File: src/rtl/pc_pkg.sv
// Shared definitions for the PC fetch unit: FSM state encoding, instruction size
// and the default reset vector.
package pc_pkg;

    typedef enum logic [1:0] {
        REQ  = 2'd0,
        WAIT = 2'd1,
        HOLD = 2'd2,
        HALT = 2'd3
    } fetch_state_e;

    localparam int unsigned INSTR_BYTES          = 4;
    localparam logic [31:0] DEFAULT_RESET_VECTOR = 32'h0000_0000;

endpackage

File: src/rtl/pc_fetch_unit_pc_reg.sv
// Program counter register: asynchronous active-high reset to RESET_VECTOR and a
// load enable.
module pc_reg
    import pc_pkg::*;
#(
    parameter int               XLEN         = 32,
    parameter logic [XLEN-1:0]  RESET_VECTOR = XLEN'(DEFAULT_RESET_VECTOR)
) (
    input  logic            clk,
    input  logic            rst,
    input  logic            load_en,
    input  logic [XLEN-1:0] pc_d,
    output logic [XLEN-1:0] pc_q
);

    // PC storage, loaded only when the fetch FSM asks for it
    always_ff @(posedge clk or posedge rst) begin
        if (rst) begin
            pc_q <= RESET_VECTOR;
        end else if (load_en) begin
            pc_q <= pc_d;
        end
    end

endmodule

File: src/rtl/pc_fetch_unit.sv
// Instruction fetch unit: owns the PC, issues one request at a time and hands the
// tagged instruction to decode. Macro PC_MISALIGN_TRAP_EN enables the misalign trap.
module pc_fetch_unit
    import pc_pkg::*;
#(
    parameter int               XLEN         = 32,
    parameter logic [XLEN-1:0]  RESET_VECTOR = XLEN'(DEFAULT_RESET_VECTOR)
) (
    input  logic            clk,
    input  logic            rst,
    output logic            imem_req_valid,
    input  logic            imem_req_ready,
    output logic [XLEN-1:0] imem_req_addr,
    input  logic            imem_resp_valid,
    input  logic [XLEN-1:0] imem_resp_data,
    input  logic            redirect_valid,
    input  logic [XLEN-1:0] redirect_target,
    input  logic            dec_ready,
    output logic            instr_valid,
    output logic [XLEN-1:0] instr_data,
    output logic [XLEN-1:0] instr_pc,
    output logic            misalign_err
);

    localparam logic [XLEN-1:0] PC_STEP    = XLEN'(INSTR_BYTES);
    localparam logic [XLEN-1:0] ALIGN_MASK = XLEN'(INSTR_BYTES - 1);

    fetch_state_e    state_q, state_d;
    logic            req_valid_q, req_valid_d;
    logic            squash_q, squash_d;
    logic [XLEN-1:0] req_pc_q, req_pc_d;
    logic            instr_valid_q, instr_valid_d;
    logic [XLEN-1:0] instr_data_q, instr_data_d;
    logic [XLEN-1:0] instr_pc_q, instr_pc_d;
    logic            misalign_q, misalign_d;
    logic [XLEN-1:0] pc_q, pc_d;
    logic            pc_load;
    logic            req_fire;
    logic            redirect_bad;
    logic            redirect_ok;
    logic [XLEN-1:0] redirect_pc;

`ifdef PC_MISALIGN_TRAP_EN
    assign redirect_bad = redirect_valid & ((redirect_target & ALIGN_MASK) != '0);
    assign redirect_pc  = redirect_target;
`else
    assign redirect_bad = 1'b0;
    assign redirect_pc  = redirect_target & ~ALIGN_MASK;
`endif

    assign redirect_ok = redirect_valid & ~redirect_bad;
    assign req_fire    = req_valid_q & imem_req_ready;

    pc_reg #(
        .XLEN         (XLEN),
        .RESET_VECTOR (RESET_VECTOR)
    ) u_pc_reg (
        .clk     (clk),
        .rst     (rst),
        .load_en (pc_load),
        .pc_d    (pc_d),
        .pc_q    (pc_q)
    );

    // Fetch FSM next-state; a redirect outranks dec_ready and memory responses
    always_comb begin
        state_d       = state_q;
        squash_d      = squash_q;
        req_pc_d      = req_pc_q;
        instr_valid_d = instr_valid_q;
        instr_data_d  = instr_data_q;
        instr_pc_d    = instr_pc_q;
        misalign_d    = misalign_q;
        pc_d          = pc_q;
        pc_load       = 1'b0;

        case (state_q)
            REQ: begin
                if (redirect_ok) begin
                    pc_d          = redirect_pc;
                    pc_load       = 1'b1;
                    instr_valid_d = 1'b0;
                    if (req_fire) begin
                        // memory already took the old address; its reply must be dropped
                        state_d  = WAIT;
                        squash_d = 1'b1;
                    end else begin
                        state_d = REQ;
                    end
                end else if (req_fire) begin
                    state_d  = WAIT;
                    req_pc_d = pc_q;
                    pc_d     = pc_q + PC_STEP;
                    pc_load  = 1'b1;
                end else begin
                    state_d = REQ;
                end
            end
            WAIT: begin
                if (redirect_ok) begin
                    pc_d          = redirect_pc;
                    pc_load       = 1'b1;
                    instr_valid_d = 1'b0;
                    if (imem_resp_valid) begin
                        state_d  = REQ;
                        squash_d = 1'b0;
                    end else begin
                        squash_d = 1'b1;
                    end
                end else if (imem_resp_valid) begin
                    if (squash_q) begin
                        squash_d = 1'b0;
                        state_d  = REQ;
                    end else begin
                        instr_data_d  = imem_resp_data;
                        instr_pc_d    = req_pc_q;
                        instr_valid_d = 1'b1;
                        state_d       = HOLD;
                    end
                end else begin
                    state_d = WAIT;
                end
            end
            HOLD: begin
                if (redirect_ok) begin
                    pc_d          = redirect_pc;
                    pc_load       = 1'b1;
                    instr_valid_d = 1'b0;
                    state_d       = REQ;
                end else if (dec_ready) begin
                    instr_valid_d = 1'b0;
                    state_d       = REQ;
                end else begin
                    state_d = HOLD;
                end
            end
            HALT: begin
                state_d       = HALT;
                instr_valid_d = 1'b0;
            end
            default: begin
                state_d = REQ;
            end
        endcase

        if (redirect_bad && (state_q != HALT)) begin
            state_d       = HALT;
            misalign_d    = 1'b1;
            instr_valid_d = 1'b0;
            squash_d      = 1'b0;
            pc_load       = 1'b0;
        end else begin
            misalign_d = misalign_q;
        end
    end

    assign req_valid_d = (state_d == REQ);

    // State and output registers
    always_ff @(posedge clk or posedge rst) begin
        if (rst) begin
            state_q       <= REQ;
            req_valid_q   <= 1'b0;
            squash_q      <= 1'b0;
            req_pc_q      <= '0;
            instr_valid_q <= 1'b0;
            instr_data_q  <= '0;
            instr_pc_q    <= '0;
            misalign_q    <= 1'b0;
        end else begin
            state_q       <= state_d;
            req_valid_q   <= req_valid_d;
            squash_q      <= squash_d;
            req_pc_q      <= req_pc_d;
            instr_valid_q <= instr_valid_d;
            instr_data_q  <= instr_data_d;
            instr_pc_q    <= instr_pc_d;
            misalign_q    <= misalign_d;
        end
    end

    assign imem_req_valid = req_valid_q;
    assign imem_req_addr  = pc_q;
    assign instr_valid    = instr_valid_q;
    assign instr_data     = instr_data_q;
    assign instr_pc       = instr_pc_q;
    assign misalign_err   = misalign_q;

endmodule

File: config.mk
export PLATFORM = sky130hd
export DESIGN_NAME = pc_fetch_unit
export DESIGN_NICKNAME = d
export VERILOG_FILES = /design/src/rtl/pc_pkg.sv /design/src/rtl/pc_fetch_unit_pc_reg.sv /design/src/rtl/pc_fetch_unit.sv
export SDC_FILE = /design/constraint.sdc
export NUM_CORES = 1
export LEC_CHECK = 0
export ABC_AREA = 0
export CAP_MARGIN = 0
export CORE_MARGIN = 2
export CORE_UTILIZATION = 33
export CTS_CLUSTER_SIZE = 10
export DETAILED_ROUTE_END_ITERATION = 12
export PLACE_DENSITY = 0.57
export SYNTH_ARGS = -nofsm -noshare
export SYNTH_HDL_FRONTEND = slang
export SYNTH_HIERARCHICAL = 1
export SYNTH_SLANG_ARGS = --single-unit
File: constraint.sdc
create_clock -name clk -period 2.98 [get_ports clk]
set_clock_uncertainty 0.1 [all_clocks]
set_input_delay 0.447 -clock clk [delete_from_list [all_inputs] [get_ports clk]]
set_output_delay 0.447 -clock clk [all_outputs]
set_load 0.01 [all_outputs]
==> impl_metrics.yaml <==
sta:
  slew_headroom: 0.306
  max_clk_rate_mhz: 371
  timing.setup.tns_ns: 0
  grt_setup_unrepaired: "false"
  max_slew.worst_pin.slew_ns: 1.04
  setup-violations-final: 0
  min_period_ns: 2.70
  final-hold-violation-count: 0
  report.final.slew_viol_count: 0
  layout_worst_path_cycle_share: 0.905
clocking:
  clk_path_buf_depth: 2
  htree_num_levels: 4
  cts_buffers: 17
  tritoncts_clock_tree: "built"
  cts_setup_buffers: 0
  ctsRootBufferMaster: "sky130_fd_sc_hd__clkbuf_16"
  cts.repair.resized: 0
  clock_sink_count: 133
  worst_setup_hold_path_clk_slew_ns: 0.06
  clock_insertion_delay_worst_skew_ns: 0.43
  cts_hold_repair.buffers: 0
layout:
  final_common_cell: "sky130_fd_sc_hd__clkdlybuf4s50_1"
  most-common-layout-cells: "sky130_fd_sc_hd__clkdlybuf4s50_1, sky130_fd_sc_hd__dfrtp_1, sky130_fd_sc_hd__mux2_2"
  final_area_mm2: 0.00963
  post_route_cells_drive_above_1_share: 0.269
  fillerInstances: 1949
  finalNetCount: 851
  layout_overhead_on_the_synthesized_area_pct: 38.2
setup_path:
  worst-path-max-fanout: 12
  endpoint_of_the_most_critical_setup_path: "u_pc_reg/pc_q[17]"
  slowest_stage: "sky130_fd_sc_hd__nor2_1"
  end_kind: "register"
  start_kind: "register"
  criticalPathCategory: "reg -> reg"
  worst_setup_sp: "state_q[1]"
  critPathMaxStageDelay_ns: 0.84
  regToRegStartpoint: "state_q[1]"
  cp_data_arrival_time_ns: 2.96
  r2r.worst_path.cells: 7
  timing.critical_path.cells: "inv_1 -> ha_1 -> inv_1 -> nor2_1 -> nand2_1 -> o21ai_0 -> mux2_4"
  crit_required_ns: 3.24
  reg2reg_slack_ns: 0.28
  timing.critical_path.mode_cell: "sky130_fd_sc_hd__inv_1"
  r2r_end: "u_pc_reg/pc_q[17]"
floorplan:
  die_x_um: 149
  design.die.area_mm2: 0.0223
  initial_core_util: 0.334
  die_boundary_height_um: 149
  fp.coreArea_mm2: 0.0209
  floorplan.rows: 53
  count_of_boundary_i_o_pins: 169
grt:
  grt_max_degree: 56
  overflow: 0
  grt_pass1_wl_um: 31300
  vias_in_the_first_global_route: 5730
  grt_use_total: 0.180
  antenna_found_initial: 1
yosys:
  netlist_top_cells_area: "sky130_fd_sc_hd__dfrtp_1, sky130_fd_sc_hd__mux2_2, sky130_fd_sc_hd__mux2_4"
  edff_count_synth: 0
  syn_nets: 673
  synthDominantAreaCellType: "sky130_fd_sc_hd__dfrtp_1"
  netlist.area_leader.share: 0.478
  synth_warn: 6
  most_used_flip_flop_cell_after_synthesis: "sky130_fd_sc_hd__dfrtp_1"
  postSynthCellCount: 597
  syn-cell-area_mm2: 0.00697
  sequential_element_share_of_the_synthesized_area: 0.478
  syn_area_per_cell_um2: 11.7
  async_flop_share: 1.00
  yosysUniqueCellTypes: 64
  synth_seq_cells: 133
placement:
  count_of_input_and_output_buffers: 165
  place_congestion: 0.927
  place.detailed.hpwl_um: 14000
  dpl-instance-area_mm2: 0.00906
pwr:
  power_leakage_uw: 0.00401
  power_uw: 9890
  ir_worst_vdd_uv: 554
  pwr_density_cell_mw_per_mm2: 1030
route:
  route.detailed.wl_per_inst_um: 18.4
  detail_route.first_pass.iterations: 5
  total_routed_wirelength_um: 19600
  drt_drc_violations_left: 0
  dr.first_iter.drc_count: 557
  drtAntennaViolNets: 0
  post_drt_via_cell_ratio: 5.21
  dr_total_vias: 5539
run_status:
  status: "completed"
run:
  max-cap-violations: 0
min_path:
  holdCritPathClass: "reg -> reg"
## synth_stat cells, drive strengths merged, types with 3 or more instances
cell type / instances
nor2: 25
nand2: 30
nor2b: 16
a21oi: 31
clkbuf: 27
inv: 14
xnor2: 4
a22o: 3
mux2: 130
nand4: 10
and3: 3
nor3: 11
nand2b: 3
nand3: 16
a211oi: 3
o22ai: 4
a31oi: 4
o21ai: 31
a22oi: 4
dfrtp: 133
mux2i: 8
ha: 6
a31o: 3
nor4: 10
buf: 13
a222oi: 4
xor2: 4
a221o: 7
or3: 3
o21a: 4
## worst max-delay path, delay by kind of cell, from the launching register on
kind / cells / cell delay [ns]
buf+inv: 2 / 0.27
fa+ha+maj: 1 / 0.16
compound gates: 1 / 0.27
flops: 1 / 0.43
mux: 1 / 0.18
simple gates: 2 / 1.23
## state kept, by name (all words and copies together) (netlist names)
name / cells
req_pc_q: 32
u_pc_reg/pc_q: 32
imem_req_valid: 1
instr_data: 32
state_q: 2
instr_valid: 1
instr_pc: 32
squash_q: 1
## cell type report
cell class,instances,area (um^2),area share
well taps,275,344,0.0357
repair buffers,199,1980,0.205
clock buffers,17,425,0.0442
flip-flops and latches,133,3330,0.346
multi-input cells,410,3360,0.349
diodes,1,2.50,0.000260
clock inverters,15,134,0.0139
inverters,14,56.3,0.00585
## worst min-delay path by stage
stage / startpoint / endpoint / slack (ns) / cells after the start
after floorplan: req_pc_q[18] / req_pc_q[18] / 0.34 / 2
final: req_pc_q[6] / req_pc_q[6] / 0.38 / 2
after global placement: req_pc_q[5] / req_pc_q[5] / 0.36 / 2
after global routing: req_pc_q[3] / instr_pc[3] / 0.40 / 1
after CTS: req_pc_q[6] / req_pc_q[6] / 0.39 / 2
after detailed placement: req_pc_q[6] / req_pc_q[6] / 0.37 / 2
## power breakdown
part | internal, uW | leakage, uW | total (uW) | switching [uW]
combinational | 2660 | 0.00208 | 4560 | 1900
clock | 1100 | 0.000264 | 2010 | 909
sequential | 2630 | 0.00167 | 3320 | 694
## logic make-up (layout without fill, tap and decap cells)
kind of cell / Yosys count / after routing / synth area share
XOR/XNOR: 8 / 8 / 0.0101
flip-flops: 133 / 133 / 0.478
AND/OR/NAND/NOR: 136 / 136 / 0.105
AO/OA/AOI/OAI: 121 / 121 / 0.116
other: 1 / 2 / 0.000538
adder cells (fa/ha/maj): 6 / 6 / 0.0108
buffers and inverters: 54 / 245 / 0.0424
multiplexers: 138 / 138 / 0.238
## per-stage QoR
stage                     worst slack, ns  hold slack (ns)  cells  utilization
final                               0.284            0.380   1064        0.461
after global routing               0.0605            0.405   1064        0.461
after CTS                           0.307            0.386   1063        0.461
after detailed placement           0.0299            0.372   1031        0.434
after global placement             0.0417            0.359   1031        0.434
after floorplan                     0.395            0.344    597            -
## routing by layer
metal / wire length, um / track usage / vias up
li1: - / - / 2573
met1: 9040 / 0.241 / 2777
met2: 9230 / 0.288 / 172
met3: 1050 / 0.0431 / 17
met4: 251 / 0.0567 / 0
met5: 0 / 0 / -
No activity file was read; power rests on OpenSTA's default activity.
==> variant (config.mk and constraints unchanged) <==
`XLEN` is set to 32 in 2 places; all go to 48.
--- a/src/rtl/pc_fetch_unit_pc_reg.sv
+++ b/src/rtl/pc_fetch_unit_pc_reg.sv
@@ -5,3 +5,3 @@
 #(
-    parameter int               XLEN         = 32,
+    parameter int               XLEN         = 48,
     parameter logic [XLEN-1:0]  RESET_VECTOR = XLEN'(DEFAULT_RESET_VECTOR)
--- a/src/rtl/pc_fetch_unit.sv
+++ b/src/rtl/pc_fetch_unit.sv
@@ -5,3 +5,3 @@
 #(
-    parameter int               XLEN         = 32,
+    parameter int               XLEN         = 48,
     parameter logic [XLEN-1:0]  RESET_VECTOR = XLEN'(DEFAULT_RESET_VECTOR)
Interface: changed (5 resized); port bits go from 169 to 249. The function was not compared with the original's and may differ.
==> variant against the original RTL <==
Global-route usage grew 1.2 points. Sequential cell count grew 64. Routed wire length grew 58%. Highest routed layer is now met5. Worst hold slack lost 37 ps. Total power grew 40%. Area after synthesis grew 44%. Synthesized cell count grew 47%. Setup slack gained 100 ps. Cell area grew 45%.
==> variant: results (changes against the original RTL) <==
Global routing
  – GRT Util Overall: 19.2% (+1.2 points)
  – Initial antenna violation count: 2 (+1)
  – Global Route met2 Usage: 31.2% (+2.4 points)
  – First-pass GRT wire length: 46400 µm (+48%)
  – Largest net degree at the start of global routing: 87 (+55%)
  – Vias in the first global route: 7986 (+39%)
  – GRT met1 Usage: 25.3% (+1.1 points)
  – Met3 GRT Util: 5.03% (+0.71 points)

Timing
  – Hold_ws: 343 ps (-37.2 ps)
  – Measured slew at the worst slew-check pin: 569 ps (-469 ps)

Worst setup path
  – CP max-delay cell: dfrtp_1
  – FF-to-FF Start: u_pc_reg/pc_q[11]
  – Reg-to-Reg End: u_pc_reg/pc_q[44]
  – Worst Path Max Fanout: 9 (-3)
  – Worst EP arrival: 2830 ps (-130 ps)
  – Critical Path Max Stage Delay: 510 ps (-330 ps)
  – R2R setup slack: 380 ps (+100 ps)

Route
  – Vias per Instance: 5.23 (+0.53%)
  – 1st-iter DRT viols: 549 (-1.4%)
  – Drt total wl: 30900 µm (+58%)

Logic synthesis
  – Sequential fraction of the synthesis area: 49.0% (+1.2 points)
  – Post-synthesis mux area share: 23.1% (-0.72 points)
  – Synth top cells by count: dfrtp_1 (197), mux2_2 (167), nand2_1 (54)
  – Synth Area in Compound Gates: 11.0% (-0.59 points)
  – XOR/XNOR share of the synthesized area: 1.04% (+0.038 points)
  – Async S/R FF share, synth: 100% (unchanged)
  – Count of unique library cells instantiated by Yosys: 70 (+9.4%)
  – Mapped Nets: 988 (+47%)
  – Area contributors post-synth: dfrtp_1 (49%), mux2_2 (19%), mux2_4 (3.0%), a21oi_1 (2.2%), nand2_1 (2.0%)
  – Post-Synth Adder-Cell Area: 0.746% (-0.33 points)

Run status
  – Status: finished clean

Cells and area
  – Fin area: 0.0139 mm² (+45%)
  – Fill cell count: 2843 (+46%)
  – Fin nets: 1263 (+48%)
  – Layout cells sized above 1: 26.1% (-0.79 points)

Pwr
  – Leakage dissipation: 5.87 nW (+46%)
  – Maximum vdd drop: 0.469 mV (-15%)
  – Switching fraction of total power: 35.8% (+0.41 points)

Min path
  – Path category of the worst min-delay check: input pin to async pin

Placement
  – Quantity of I/O buffers inserted on ports: 245 (+48%)
  – Placed inst area: 0.0134 mm² (+48%)
  – RePlAce Congestion: 0.837 (-9.8%)

Clock tree
  – CTS buffer count: 17 (unchanged)
  – Post-CTS setup buffers: 0 (unchanged)
  – Clock slew at reported path FFs: 80 ps (+20 ps)
==> variant: worst max path at each step <==
stage,start,endpoint,slack (ps),depth (start not counted)
final,u_pc_reg/pc_q[11],u_pc_reg/pc_q[44],380,7
after floorplan,u_pc_reg/pc_q[6],u_pc_reg/pc_q[46],530,8
after detailed placement,imem_req_ready,u_pc_reg/pc_q[44],120,8
after global routing,u_pc_reg/pc_q[23],u_pc_reg/pc_q[46],230,7
after global placement,imem_req_ready,u_pc_reg/pc_q[42],170,9
after CTS,u_pc_reg/pc_q[11],u_pc_reg/pc_q[44],410,7
==> variant: worst reg2reg max path, delay by kind of cell (launching register included) <==
family,cells,cell delay (ps)
AO/OA/AOI/OAI,1,120
XOR/XNOR,1,150
flip-flops,1,510
multiplexers,1,280
AND/OR/NAND/NOR,4,1340
==> variant: logic make-up (layout without fill, tap and decap cells) <==
family / after synthesis / count (layout)
AND/OR/NAND/NOR: 217 / 217
flip-flops: 197 / 197
AO/OA/AOI/OAI: 170 / 170
XOR/XNOR: 12 / 12
buffers and inverters: 76 / 364
multiplexers: 201 / 201
other: 1 / 2
adder cells (fa/ha/maj): 6 / 6
==> variant: routing by layer <==
layer	vias to the layer above	routed length, µm
li1	3793	-
met1	4048	14000
met2	287	14300
met3	29	2190
met4	2	433
met5	-	11
==> variant: layout make-up <==
cell class / instances / share of cell area, %
Sequential cell: 197 / 35.3
Tap cell: 390 / 3.50
Antenna cell: 1 / 0.0179
Inverter: 24 / 0.673
Timing Repair Buffer: 308 / 21.7
Clock buffer: 17 / 3.05
Multi-Input combinational cell: 607 / 34.6
Clock inverter: 15 / 1.05
==> variant: power by group through the flow <==
| stage | clock (mW) | sequential, mW | combinational (mW) |
|---|---|---|---|
| after global routing | 2.48 | 5.09 | 7.15 |
| after global placement | 0 | 4.90 | 6.60 |
| final | 2.31 | 4.89 | 6.64 |
| after floorplan | 0 | 5.19 | 3.05 |
| after CTS | 2.38 | 4.90 | 6.71 |
| after detailed placement | 0 | 4.95 | 6.69 |
==> variant: metrics by stage <==
| step | total power [mW] | cells | setup slack [ps] |
|---|---|---|---|
| 2_1_floorplan | 8.24 | 880 | 527 |
| 3_3_place_gp | 11.5 | 1526 | 167 |
| 6_report | 13.8 | 1559 | 383 |
| 5_1_grt | 14.7 | 1558 | 233 |
| 4_1_cts | 14.0 | 1558 | 407 |
| 3_5_place_dp | 11.6 | 1526 | 124 |
